[src/rtl/ycr_clkgate_pkg.sv]
// Shared types and defaults for the per-channel clock-gating controller.
package ycr_clkgate_pkg;

  localparam int NCH_DEF    = 4;
  localparam int IDLE_W_DEF = 6;

  typedef enum logic [1:0] {
    ST_ON    = 2'd0,
    ST_COUNT = 2'd1,
    ST_GATED = 2'd2,
    ST_WAKE  = 2'd3
  } cg_state_e;

endpackage

[src/rtl/ycr_cg_cell.sv]
// Latch-and-AND clock gate; behavioural stand-in for a library ICG cell.
module ycr_cg_cell (
  input  logic clk,
  input  logic en,
  input  logic test_mode,
  output logic clk_out
);

  logic en_l;

  // Transparent only while clk is low, so the enable cannot change mid high phase.
  always_latch begin
    if (!clk) en_l <= en | test_mode;
  end

  assign clk_out = clk & en_l;

endmodule

[src/rtl/ycr_clkgate_ctrl.sv]
// Per-channel idle-driven clock gating with wake handshake and DFT override.
module ycr_clkgate_ctrl
  import ycr_clkgate_pkg::*;
#(
  parameter int NCH    = NCH_DEF,
  parameter int IDLE_W = IDLE_W_DEF
) (
  input  logic              clk,
  input  logic              rst,
  input  logic              test_mode,
  input  logic [IDLE_W-1:0] cfg_idle_thr,
  input  logic [NCH-1:0]    ch_busy,
  input  logic [NCH-1:0]    ch_force_on,
  input  logic [NCH-1:0]    ch_wake_req,
  output logic [NCH-1:0]    ch_wake_ack,
  output logic [NCH-1:0]    ch_gated,
  output logic [NCH-1:0]    clk_out
);

  logic [NCH-1:0] enable;
  logic           thr_zero;

  assign thr_zero = (cfg_idle_thr == '0);

  for (genvar i = 0; i < NCH; i++) begin : g_ch
    cg_state_e         state_q, state_d;
    logic [IDLE_W-1:0] cnt_q, cnt_d;
    logic              act;
    logic              en_c;
    logic              gated_c;
    logic              ack_c;

    assign act = ch_busy[i] | ch_force_on[i] | ch_wake_req[i];

    always_ff @(posedge clk or posedge rst) begin
      if (rst) begin
        state_q <= ST_ON;
        cnt_q   <= '0;
      end else begin
        state_q <= state_d;
        cnt_q   <= cnt_d;
      end
    end

    // Threshold is compared live, so lowering it mid-count gates on the next edge.
    always_comb begin
      state_d = state_q;
      cnt_d   = cnt_q;
      en_c    = 1'b1;
      gated_c = 1'b0;
      ack_c   = 1'b0;
      unique case (state_q)
        ST_ON: begin
          ack_c = ch_wake_req[i];
          if (!act && !thr_zero) begin
            state_d = ST_COUNT;
            cnt_d   = IDLE_W'(1);
          end
        end
        ST_COUNT: begin
          ack_c = ch_wake_req[i];
          if (act || thr_zero) begin
            state_d = ST_ON;
            cnt_d   = '0;
          end else if (cnt_q >= cfg_idle_thr) begin
            state_d = ST_GATED;
          end else begin
            cnt_d = cnt_q + IDLE_W'(1);
          end
        end
        ST_GATED: begin
          en_c    = 1'b0;
          gated_c = 1'b1;
          if (act) state_d = ST_WAKE;
        end
        ST_WAKE: begin
          ack_c   = 1'b1;
          state_d = ST_ON;
          cnt_d   = '0;
        end
        default: begin
          state_d = ST_ON;
          cnt_d   = '0;
        end
      endcase
    end

    assign enable[i]      = en_c;
    assign ch_gated[i]    = gated_c;
    assign ch_wake_ack[i] = ack_c;

    ycr_cg_cell u_cg (
      .clk       (clk),
      .en        (enable[i]),
      .test_mode (test_mode),
      .clk_out   (clk_out[i])
    );
  end

endmodule
[config.mk]
export PLATFORM = sky130hd
export DESIGN_NAME = ycr_clkgate_ctrl
export DESIGN_NICKNAME = d
export VERILOG_FILES = /design/src/rtl/ycr_clkgate_pkg.sv /design/src/rtl/ycr_cg_cell.sv /design/src/rtl/ycr_clkgate_ctrl.sv
export SDC_FILE = /design/constraint.sdc
export NUM_CORES = 1
export LEC_CHECK = 0
export ABC_AREA = 1
export BUFFER_PORTS_ARGS = -buffer_cell sky130_fd_sc_hd__buf_2
export CORE_ASPECT_RATIO = 1.2
export CORE_MARGIN = 3
export CORE_UTILIZATION = 60
export CTS_BUF_LIST = sky130_fd_sc_hd__clkbuf_8
export DETAILED_ROUTE_END_ITERATION = 8
export GPL_TIMING_DRIVEN = 0
export PLACE_DENSITY = 0.78
export SYNTH_ARGS = -nofsm -noshare
export SYNTH_HDL_FRONTEND = slang
export SYNTH_SLANG_ARGS = --single-unit
export TNS_END_PERCENT = 30
[constraint.sdc]
create_clock -name clk -period 1.85 [get_ports clk]
set_input_delay 0.2775 -clock clk [delete_from_list [all_inputs] [get_ports clk]]
set_output_delay 0.2775 -clock clk [all_outputs]
set_load 0.01 [all_outputs]
==> impl_metrics.env <==
export IMPL_critical_path_max_stage_delay_ps=400
export IMPL_max_slew_worst_pin_slew_ps=677
export IMPL_fin_util_pct=72.9
export IMPL_netlist_top_cells_count="nand2_1, inv_1, ha_1"
export IMPL_async_flop_share_pct=88.9
export IMPL_path_class="latch -> out"
export IMPL_num_rows=27
export IMPL_crit_family="latches"
export IMPL_dp_hpwl_um=4650
export IMPL_start_util_pct=63.5
export IMPL_p_int_uw=2120
export IMPL_critical_path_startpoint="g_ch[2].u_cg.en_l"
export IMPL_first_iter_violations=108
export IMPL_setup_viol=8
export IMPL_grt_max_degree=33
export IMPL_cts_tree="yes"
export IMPL_p_clk_share_pct=34.9
export IMPL_synth_edf_count=0
export IMPL_nets=510
export IMPL_rsz0062_at_grt="yes"
export IMPL_final_antenna_net_count=0
export IMPL_firstDrtPassIters=4
export IMPL_routedWlPerCell_um=12.4
export IMPL_synth_seq_cells=36
export IMPL_cp_required_ps=1570
export IMPL_ir_drop_v=0.000876
export IMPL_p_per_area_nw_per_um2=1070
export IMPL_drt_total_wl_um=6320
export IMPL_skew_ps=7.06
export IMPL_gp_congestion=0.815
export IMPL_die_area_um2=5860
export IMPL_drive_gt1_share_pct=19.9
export IMPL_gr_total_overflow=0
export IMPL_crit_arrival_ps=2010
export IMPL_grt_pass1_wl_um=11400
export IMPL_status="finished, violations left"
export IMPL_via_per_inst=5.23
export IMPL_synthFlopType="dfrtp_1"
export IMPL_maxSlewHeadroom_pct=54.6
export IMPL_hp_class="in -> reg"
export IMPL_netlist_area_um2=2980
export IMPL_cp_end_kind="output pin"
export IMPL_synth_cell_types=35
export IMPL_num_antenna_cells=0
export IMPL_io_pins=33
export IMPL_syn_nets=467
export IMPL_syn_area_per_cell_um2=7.31
export IMPL_synth_most_common_cell="nand2_1"
export IMPL_switching_power_uw=1540
export IMPL_setup_tns_final_ps=-1580
export IMPL_grt_usage_pct=24.1
export IMPL_area_delta_synth_final_pct=14.7
export IMPL_path_clk_slew_ps=70
export IMPL_cp_cell_sequence="nand2_1 > inv_1 > buf_4 > buf_6"
export IMPL_synth_top_area_share_pct=26.8
export IMPL_num_vias=2673
export IMPL_hold_viol=0
export IMPL_min_delay_start="ch_force_on[2]"
export IMPL_syn_inst=408
export IMPL_die_w_um=70.4
export IMPL_slew_violations=0
export IMPL_timing_final_ws_setup_ps=-440
export IMPL_drc=0
export IMPL_crit_fanout=1
export IMPL_power_share_combinational_pct=35.9
export IMPL_die_height_um=83.2
export IMPL_grt_pass1_vias=2803
export IMPL_insertion_delay_ps=410
export IMPL_start_kind="latch"
export IMPL_max_cap_violations=0
export IMPL_core_area_um2=4700
export IMPL_critPathBufInv=3
export IMPL_p_leak_uw=0.00194
export IMPL_post_cts_buffers=0
export IMPL_pwr_share_seq_pct=29.2
export IMPL_yosysWarnings=0
export IMPL_switching_share_pct=42.0
export IMPL_synth_top_area_cell="dfrtp_1"
export IMPL_ys_top_cells_by_area="dfrtp_1, ha_1, nand2_1"
export IMPL_r2r_start="g_ch[3].state_q[0]"
export IMPL_port_buffers=32
export IMPL_crit_path_top_delay_cell="dlxtn_1"
export IMPL_violations="negative setup slack"
export IMPL_antenna_found_initial=0
[final timing paths]
kind,end,slack [ps],cells after the start
setup / recovery,clk_out[2],-440,4
hold / removal,g_ch[2].state_q[0],230,4
max in group asynchronous,g_ch[3].cnt_q[0],950,4
min in group asynchronous,g_ch[1].cnt_q[1],430,3
hold reg to reg,g_ch[3].cnt_q[3],560,2
setup reg to reg,g_ch[3].u_cg.en_l,40,3
[power groups by stage]
stage / logic, uW / registers, uW / clock network (uW)
floorplan: 1030 / 1030 / 245
global placement: 1250 / 1070 / 313
detailed placement: 1280 / 1070 / 313
CTS: 1300 / 1060 / 1310
global route: 1520 / 1090 / 1380
finish: 1310 / 1070 / 1280
[metal layers]
layer  track usage, %  wire length, um  up-vias  part of all wire, %
met2             39.3             3190       66                   50
met5                0                0        -                    0
met4             15.2              148        0                  2.3
li1                 -                -     1380                    -
met1             27.4             2700     1213                   43
met3             6.54              291       14                  4.6
[cells by family (layout without fill, tap and decap cells)]
| kind of cell | Yosys count | count (layout) | synth area share (%) |
|---|---|---|---|
| AOI/OAI and AO/OA | 40 | 40 | 8.39 |
| xor gates and xnor gates | 8 | 8 | 2.35 |
| adders and majority gates | 38 | 38 | 15.9 |
| buffers and inverters | 72 | 117 | 10.6 |
| DFF | 32 | 32 | 26.8 |
| latches | 4 | 4 | 2.01 |
| and+or+nand+nor | 214 | 214 | 33.9 |
[placed cells by master, fill, tap and decap left out, drive strengths merged, types with 2 or more instances in the layout]
| master | Yosys | final |
|---|---|---|
| dfrtp | 32 | 32 |
| ha | 38 | 38 |
| xor2 | 5 | 5 |
| nor3 | 8 | 8 |
| dlxtn | 4 | 4 |
| nand2 | 139 | 139 |
| a21o | 4 | 4 |
| o211ai | 2 | 2 |
| a21oi | 10 | 10 |
| xnor2 | 3 | 3 |
| clkinv | 0 | 2 |
| nor3b | 2 | 2 |
| nor2 | 32 | 32 |
| nand3 | 23 | 23 |
| clkbuf | 0 | 10 |
| buf | 12 | 43 |
| nand4 | 6 | 6 |
| o21ai | 19 | 19 |
| o22ai | 2 | 2 |
| inv | 60 | 61 |
| nor4 | 3 | 3 |
[final cells by class]
| type | count | area [um^2] |
|---|---|---|
| multi-input combinational | 300 | 1810 |
| fill | 375 | 1270 |
| sequential | 36 | 863 |
| inverter | 56 | 210 |
| clock buffer | 14 | 183 |
| timing repair buffer | 30 | 178 |
| buffer | 10 | 75.1 |
| tap | 58 | 72.6 |
| clock inverter | 7 | 26.3 |
[metrics by stage]
stage / cells / instance area, um^2 / total power (uW) / worst slack, ps / hold WS, ps
3_5_place_dp: 498 / 3220 / 2670 / -9.86 / 535
2_1_floorplan: 408 / 2980 / 2310 / 95.1 / 394
5_1_grt: 511 / 3420 / 3990 / -496 / 252
6_report: 511 / 3420 / 3650 / -440 / 232
3_3_place_gp: 498 / 3220 / 2640 / 1.20 / 521
4_1_cts: 510 / 3380 / 3670 / -454 / 236
[repair_timing]
| action | in CTS | in global routing |
|---|---|---|
| endpoints found under the hold margin | 0 | 16 |
| pin swaps | 2 | 2 |
| gates resized for setup | 7 | 7 |
| hold buffers | 0 | 1 |
| endpoints found under the setup margin | 8 | 12 |
[tightest hold or removal path, delay by kind of cell]
kind	cells	cell delay [ps]
and+or+nand+nor	2	100
AOI/OAI and AO/OA	1	140
buffers and inverters	1	80
(Power assumes the default switching activity.)
